File: src/rtl/d_sync_down_counter.sv
// Synchronous loadable down counter with complementary outputs, terminal count,
// underflow pulse and one-shot done flag. Optional Gray output: D_SYNC_DOWN_CNT_GRAY_EN.
module d_sync_down_counter #(
    parameter int               WIDTH      = 4,
    parameter logic [WIDTH-1:0] RESET_VAL  = {WIDTH{1'b1}},
    parameter logic [WIDTH-1:0] RELOAD_VAL = {WIDTH{1'b1}}
) (
    input  logic             clk,
    input  logic             rst_n,
    input  logic             en,
    input  logic             load,
    input  logic [WIDTH-1:0] load_val,
    input  logic             one_shot,
    output logic [WIDTH-1:0] q,
    output logic [WIDTH-1:0] qbar,
    output logic             tc,
    output logic             underflow,
    output logic             done
`ifdef D_SYNC_DOWN_CNT_GRAY_EN
    ,
    output logic [WIDTH-1:0] q_gray
`endif
);

    localparam logic [WIDTH-1:0] ONE = {{(WIDTH-1){1'b0}}, 1'b1};

    function automatic logic [WIDTH-1:0] to_gray(input logic [WIDTH-1:0] v);
        return v ^ (v >> 1);
    endfunction

    logic [WIDTH-1:0] q_nxt;
    logic             done_nxt;
    logic             uf_nxt;

    // Next state from current state; reset is applied in the register process.
    always_comb begin
        q_nxt    = q;
        done_nxt = done;
        uf_nxt   = 1'b0;
        if (load) begin
            q_nxt    = load_val;
            done_nxt = 1'b0;
        end else if (en) begin
            if (q != '0) begin
                q_nxt = q - ONE;
            end else if (!one_shot) begin
                q_nxt  = RELOAD_VAL;
                uf_nxt = 1'b1;
            end else begin
                done_nxt = 1'b1;
            end
        end
    end

    // q, qbar (and q_gray) all load from the same next-state value so they never skew.
    always_ff @(posedge clk) begin
        if (!rst_n) begin
            q         <= RESET_VAL;
            qbar      <= ~RESET_VAL;
            underflow <= 1'b0;
            done      <= 1'b0;
        end else begin
            q         <= q_nxt;
            qbar      <= ~q_nxt;
            underflow <= uf_nxt;
            done      <= done_nxt;
        end
    end

`ifdef D_SYNC_DOWN_CNT_GRAY_EN
    always_ff @(posedge clk) begin
        if (!rst_n) begin
            q_gray <= to_gray(RESET_VAL);
        end else begin
            q_gray <= to_gray(q_nxt);
        end
    end
`endif

    assign tc = (q == '0);

endmodule

File: config.mk
export PLATFORM = sky130hd
export DESIGN_NAME = d_sync_down_counter
export DESIGN_NICKNAME = d
export VERILOG_FILES = /design/src/rtl/d_sync_down_counter.sv
export SDC_FILE = /design/constraint.sdc
export NUM_CORES = 1
export LEC_CHECK = 0
export BUFFER_PORTS_ARGS = -buffer_cell sky130_fd_sc_hd__buf_2
export CAP_MARGIN = 20
export CORE_AREA = 2 2 39 41
export DETAILED_ROUTE_END_ITERATION = 16
export DIE_AREA = 0 0 41 43
export SYNTH_ARGS = -nofsm -noshare
export SYNTH_HDL_FRONTEND = slang
export SYNTH_SLANG_ARGS = --single-unit
File: constraint.sdc
create_clock -name clk -period 3.45 [get_ports clk]
set_input_delay 0.1725 -clock clk [delete_from_list [all_inputs] [get_ports clk]]
set_output_delay 0.1725 -clock clk [all_outputs]
set_load 0.01 [all_outputs]
# Word level (Yosys, flattened, before mapping)

Cells that the tools add are included.

Bits in registers: 10
Output and inout bits: 11
Logic and storage cells: 19
Bits of input ports: 9

Bitwise operators: 4
$add $sub $neg: 1
Muxes and demuxes: 5
Reduce and logical (&&, ||, !) cells: 5

Operator list:

| cell                  | number |
|---|---|
| $mux W4               | 4 |
| $logic_not A4 Y1      | 1 |
| $not A4 Y4            | 1 |
| $reduce_bool A4 Y1    | 1 |
| $reduce_or A4 Y1      | 1 |
| $sub A4 B1 Y4 const B | 1 |
| $not A1 Y1            | 3 |
| $reduce_and A3 Y1     | 1 |
| $reduce_or A2 Y1      | 1 |
| $mux W1               | 1 |

# Depth between registers and ports, before layout

Gate-level depths: netlist of run 1.

Depth in word-level cells: 5
Depth in mapped cells: 5

# Least setup slack after synthesis of run 1

Ideal clock, no wire load.

Kind: register to register
From: reg q[0]
To: reg qbar[0]
Setup time: 0.122 ns
Clock period less this slack: 1.462 ns
Path slack: 1.988 ns
Cell stages (with the launch flop): 6
Data arrival time: 1.340 ns
Path through: dfxtp_1 -> inv_1 -> ha_1 -> nor3b_2 -> nor2_1 -> o311a_1

Cells in the longest elaborated chain, start to end: 5

RTL lines:

| what                                        | line | text |
|---|---|---|
| from (decl)                                 | 14   | `output logic [WIDTH-1:0] q,` |
| from (signal assigned)                      | 63   | `q <= q_nxt;` |
| $sub A4 B1 Y4, or another cell as far along | 45   | `q_nxt = q - ONE;` |
| $mux W4                                     | 44   | `if (q != '0) begin` |
| $mux W4 (*)                                 | 43   | `end else if (en) begin` |
| $mux W4 (*)                                 | 40   | `if (load) begin` |
| $not A4 Y4 (*)                              | 64   | `qbar <= ~q_nxt;` |
| to (signal assigned)                        | 59   | `qbar <= ~RESET_VAL;` |
| to (signal assigned)                        | 64   |  |
| to (decl)                                   | 15   | `output logic [WIDTH-1:0] qbar,` |

Mark *: on every way between the ends. The rest lies on a longest branch, timed or not.
A chain may end at the register's enable or synchronous reset.

# Final worst setup path of run 1

From: reg q[0]
To: out tc

Cells in the longest elaborated chain, start to end: 1

RTL lines:

| what             | line | text |
|---|---|---|
| $logic_not A4 Y1 | 80   | `assign tc = (q == '0);` |
| to (decl)        | 16   | `output logic tc,` |

Every way passes these cells.

==> results_dict.tcl, run 1 <==
set metrics [dict create \
    rsz0062_at_grt "no" \
    pwr-share-comb 0.144 \
    rr_startpoint "q[0]" \
    power_frac_clock 0.389 \
    worst_pin_slew_ns 0.417 \
    synth.area.mux_share 0 \
    yosysWarnings 0 \
    die_area_sq_um 1760 \
    use_met3 0.0157 \
    ys_seq_elements 10 \
    cts_buffer_depth 2 \
    synth_top_family_by_area "compound AO/OA/AOI/OAI gates" \
    routedWlPerCell_um 11.4 \
    p_leak_nw 0.287 \
    io_buffers 19 \
    crit_type "flip-flop to output pin" \
    dp_hpwl_um 738 \
    drcViolationCount 0 \
    drv_cap 0 \
    yosys.area_share.simple 0.242 \
    dieWidth_um 41 \
    vdd_ir_drop_max_mv 0.213 \
    finalSetupTns_ns 0 \
    antenna_cells 0 \
    busiest_layer "met2" \
    fillCellCount 155 \
    crit_fanout 6 \
    syn_nets 61 \
    drive_above_1_share 0.375 \
    period_needed_ns 1.60 \
    power_density_nw_per_um2 452 \
    track_usage 0.131 \
    setup_violations 0 \
    place_congestion 0.750 \
    synth_compound_area_frac 0.258 \
    vias 462 \
    cts_hold_buf 0 \
    seq_area_frac_synth 0.430 \
    netlist_top_cells_area "dfxtp_1 43%, nand2_1 5.6%, o311a_1 4.3%" \
    initial_utilization 0.336 \
    cts_setup_buffers 0 \
    met2_usage 0.194 \
    clkTransAtPathRegs_ns 0.07 \
    arrival_ns 1.42 \
    postRouteAntennaNets 0 \
    yosys.area_share.adder 0.0269 \
    grt_util_met1 0.141 \
    cts_root_buffer "clkbuf_4" \
    via_per_inst 5.25 \
    wl_mm 1.00 \
    final_nets 83 \
    cp_data_required_time_ns 3.28 \
    cts_resized 0 \
    worstHoldPathType "primary input to flip-flop" \
    crit_start "q[0]" \
    cts.htree.levels 1 \
    drt_pass1_iterations 3 \
    p_seq_frac 0.467 \
    insertion_delay_ns 0.27 \
    synth_xor_area_frac 0 \
    clock.fmax_ghz 0.626 \
    layout_commonest_cell "buf_2" \
    grt_first_pass_wirelength_mm 1.52 \
    grt_pass1_vias 401 \
    drtIter0Drc 13 \
    finish.instance_area_sq_um 608 \
    layout_common_cells "19 x buf_2, 10 x dfxtp_1, 7 x nand2_1, 4 x nor2_1" \
    core-area_sq_um 1380 \
    slew-limit-headroom 0.719 \
    synth_top_area_frac 0.430 \
    rows 14 \
    hold_violations 0 \
    finalCritPeriodShare 0.463 \
    syn_area_per_cell_sq_um 9.13 \
    die_h_um 43 \
    ios 20 \
    internal-power_uw 205 \
    grt_start_max_net_pins 13 \
    fin_worst_skew_ns 0.00270 \
    start_kind "flip-flop" \
    numCtsBuffers 3 \
    synth_area_sq_um 465 \
    maxSlewViolCount 0 \
    synthCells 51 \
    utilization 0.439 \
    antenna_found_initial 0 \
    p_sw_frac 0.253 \
    status "finished clean" \
    power_switching_uw 69.5 \
    grt_overflow_total 0 \
    cts.sinks 10 \
    dpl_cell_area_sq_um 572 \
    min-delay-start "one_shot" \
    synth_cell_type_count 25 \
    synth_top_cell_by_area "dfxtp_1" \
    area_growth_pct 30.6 \
    cts_tree "built" \
    critical_path.endpoint_type "output pin" \
]
[routing by layer]
metal / wire, um / up-vias / share of wire
li1: - / 230 / -
met2: 437 / 16 / 0.44
met1: 453 / 211 / 0.45
met5: 0 / - / 0
met3: 62 / 5 / 0.062
met4: 48 / 0 / 0.048
[metrics by stage]
step / setup WS [ns] / total power [mW] / std cells / hold slack (ns)
2_1_floorplan: 1.99 / 0.154 / 51 / 0.249
3_3_place_gp: 2.04 / 0.171 / 84 / 0.395
3_5_place_dp: 1.98 / 0.171 / 84 / 0.400
4_1_cts: 1.86 / 0.276 / 88 / 0.115
5_1_grt: 1.78 / 0.287 / 88 / 0.130
6_report: 1.85 / 0.275 / 88 / 0.116
[Yosys cell counts]
library cell and instances:
dfxtp_1 10, nand2b_1 2, a31o_2 1, nand2_1 7
o311a_1 2, o21a_1 1, clkbuf_1 1, nor2b_1 1
and3b_1 1, inv_1 3, o311ai_0 1, a31oi_1 2
o311ai_1 2, nand4bb_1 1, o21ai_0 2, ha_1 1
nor2_1 4, and2_1 1, buf_2 1, nor3b_2 1
a21oi_1 2, nor4b_1 1, a221oi_2 1, o21ba_2 1
nor3_1 1
[power groups by stage]
stage | sequential, mW | combinational (mW) | clock, mW
final | 0.128 | 0.0396 | 0.107
after global routing | 0.130 | 0.0439 | 0.114
after CTS | 0.128 | 0.0398 | 0.108
after detailed placement | 0.131 | 0.0396 | 0
after global placement | 0.131 | 0.0396 | 0
after floorplan | 0.134 | 0.0205 | 0
[path summary, 6_finish.rpt]
kind / depth (start not counted) / end / slack [ns]
max: 4 / tc / 1.85
min: 2 / underflow / 0.12
max reg2reg: 5 / qbar[1] / 1.95
min reg2reg: 2 / done / 0.46
[logic make-up (layout without fill, tap and decap cells)]
| kind of cell | Yosys count | after routing |
|---|---|---|
| buffers and inverters | 5 | 26 |
| AOI/OAI and AO/OA | 15 | 15 |
| adders and majority gates | 1 | 1 |
| and+or+nand+nor | 20 | 20 |
| DFF | 10 | 10 |
[state kept, by name, indices dropped and copies added (netlist names), named ones only]
register / cells
underflow: 1
qbar: 4
done: 1
q: 3
[worst max-delay path: stages (launching register included)]
cell	delay [ns]
dfxtp_1	0.35
inv_1	0.07
ha_1	0.20
nor3b_2	0.33
buf_2	0.20
[area by class of cell]
cell class	instances	area [sq um]	area share
inverter	3	11.3	0.0185
multi-input combinational	36	245	0.403
tap	16	20.0	0.0329
clock buffer	4	36.3	0.0597
sequential	10	200	0.329
timing repair buffer	19	95.1	0.156
(Power assumes the default switching activity.)
==> run 2: changes to the inputs <==
Settings changed: ABC_AREA set to 1.
Clock period 3.45 ns to 1.6 ns, I/O delays scaled along.
==> results_dict.tcl, run 2 <==
set metrics [dict create \
    cp.depth 5 \
    cp_data_required_time_ns 1.52 \
    synth_compound_area_frac 0.126 \
    largest_register "qbar" \
    max_stage_delay_ns 0.34 \
    track_usage 0.130 \
    critical_path.top_delay_family "flip-flops" \
    netlist_top_cells_area "dfxtp_1 41%, nand2_1 12%, inv_1 8.5%" \
    rows 14 \
    path_buf_inv 3 \
    via_per_inst 4.36 \
    power_frac_clock 0.308 \
    top_layer_used "met4" \
    syn_area_per_cell_sq_um 6.86 \
    initial_utilization 0.352 \
    critPathCapture "tc" \
    cts_setup_buffers 0 \
    slowest_stage "dfxtp_1" \
    synth_top_cells_by_count "16 x nand2_1, 11 x inv_1, 10 x dfxtp_1" \
    grt_first_pass_wirelength_mm 1.50 \
    yosys.area_share.adder 0.0257 \
    cts.htree.levels 1 \
    place_congestion 0.815 \
    synth_cell_type_count 17 \
    clock.fmax_ghz 0.747 \
    setup_ws_ns 0.262 \
    final_nets 104 \
    wl_met3_um 59 \
    worst_pin_slew_ns 0.195 \
    seq_area_frac_synth 0.411 \
    grt_start_max_net_pins 9 \
    synthCells 71 \
    fin_worst_skew_ns 0.00846 \
    synth-async-reset-ratio 0 \
    die_area_sq_um 1760 \
    crit_type "flip-flop to output pin" \
    p_seq_frac 0.510 \
    vdd_ir_drop_max_mv 0.511 \
    synth_top_area_frac 0.411 \
    cts_root_buffer "clkbuf_4" \
    p_sw_frac 0.273 \
    pwr-share-comb 0.182 \
    instances_no_fill 108 \
    die_h_um 43 \
    grt_pass1_vias 405 \
    crit_fanout 4 \
    status "finished clean" \
    wl_um 900 \
    finalCritPeriodShare 0.836 \
    largest_register_ffs 4 \
    layout_common_cells "19 x buf_2, 16 x nand2_1, 11 x inv_1, 10 x dfxtp_1" \
    postRouteAntennaNets 0 \
    vias 471 \
    drive_above_1_share 0.380 \
    dp.cells 105 \
    synth_top_family_by_area "simple AND/OR/NAND/NOR gates" \
    dp_hpwl_um 744 \
    slew-limit-headroom 0.869 \
    arrival_ns 1.26 \
    dieWidth_um 41 \
    io_buffers 19 \
    insertion_delay_ns 0.26 \
    utilization 0.443 \
    setup_violations 0 \
    rsz0062_at_grt "no" \
    area_growth_pct 26.0 \
    crit_path_cell_trace "inv_1, ha_1, nand2_1, inv_2, buf_2" \
    whs_ns 0.0603 \
    drv_cap 0 \
    cts_hold_buf 0 \
    yosys_most_used_dff "dfxtp_1" \
    reg_top3 "qbar: 4 flops, q: 3 flops" \
    drt_pass1_iterations 1 \
    yosysWarnings 0 \
    synth_edf_count 0 \
    power_density_nw_per_um2 881 \
    cts_resized 0 \
    cts_buffer_depth 2 \
    reg2reg_to "qbar[0]" \
    synth_xor_area_frac 0 \
    synth.area.mux_share 0 \
    cts_tree "built" \
    layout_commonest_cell "buf_2" \
    finalSetupTns_ns 0 \
    routedWlPerCell_um 8.33 \
    crit_start "q[0]" \
    post-place-ws_ns 0.406 \
    rr_worst_depth 7 \
    ios 20 \
    antenna_cells 0 \
    antenna_found_initial 0 \
    start_kind "flip-flop" \
    ys_seq_elements 10 \
    cts.sinks 10 \
    rr_startpoint "q[0]" \
    drcViolationCount 0 \
    drtIter0Drc 0 \
    r2r_setup_slack_ns 0.41 \
    synth_top_cell_by_area "dfxtp_1" \
    core-area_sq_um 1380 \
    syn_nets 81 \
    worstHoldPathType "primary input to flip-flop" \
    maxSlewViolCount 0 \
    critical_path.endpoint_type "output pin" \
    p_leak_nw 0.357 \
    power_switching_uw 147 \
    clkTransAtPathRegs_ns 0.06 \
    period_needed_ns 1.34 \
    wl_met2_um 430 \
    grt_overflow_total 0 \
    yosys.area_share.simple 0.283 \
    hold_violations 0 \
    synth.most_common_cell "nand2_1" \
    wl_met1_um 390 \
    internal-power_uw 393 \
    numCtsBuffers 3 \
    synth_area_sq_um 487 \
]
run 2: layer usage:
metal	GRT usage	up-vias
met5	0	-
met4	0.100	0
met3	0.0314	2
met2	0.194	14
met1	0.148	196
li1	-	259
run 2: power by group through the flow:
stage | sequential, mW | clock [mW] | combinational (mW)
floorplan | 0.289 | 0 | 0.0569
global placement | 0.281 | 0 | 0.0990
detailed placement | 0.281 | 0 | 0.0996
CTS | 0.276 | 0.171 | 0.100
global route | 0.278 | 0.189 | 0.113
finish | 0.275 | 0.166 | 0.0983
run 2: worst min-delay path by stage:
stage                     start    to  slack, ns  cells after the start
floorplan                  load  q[0]       0.23                      2
global placement    load_val[0]  q[0]       0.33                      3
detailed placement  load_val[0]  q[0]       0.33                      3
CTS                 load_val[0]  q[0]       0.06                      3
global route        load_val[0]  q[0]       0.07                      3
finish              load_val[1]  q[1]       0.06                      3
run 2: layout make-up:
cell class / count / area [sq um]
Tap cell: 16 / 20.0
Sequential cell: 10 / 200
Timing Repair Buffer: 19 / 95.1
Clock buffer: 3 / 22.5
Fill cell: 157 / 771
Multi-Input combinational cell: 43 / 211
Inverter: 17 / 63.8
run 2: worst reg2reg max path: stages, from the launching register on:
cell and delay [ns]:
dfxtp_1 0.31, inv_1 0.10, ha_1 0.24, nand2_1 0.13
a21oi_1 0.14, nand2_1 0.07, nand2_2 0.06, inv_2 0.03
run 2: kinds of logic (layout without fill, tap and decap cells):
family          count (synthesis)  in the layout
simple gates                   32             32
buf+inv                        18             39
compound gates                 10             10
flops                          10             10
fa+ha+maj                       1              1
run 2: metrics by stage:
| step | total power [mW] | instance area (sq um) |
|---|---|---|
| 2_1_floorplan | 0.346 | 487 |
| 3_3_place_gp | 0.380 | 591 |
| 3_5_place_dp | 0.381 | 591 |
| 4_1_cts | 0.547 | 613 |
| 5_1_grt | 0.580 | 613 |
| 6_report | 0.540 | 613 |
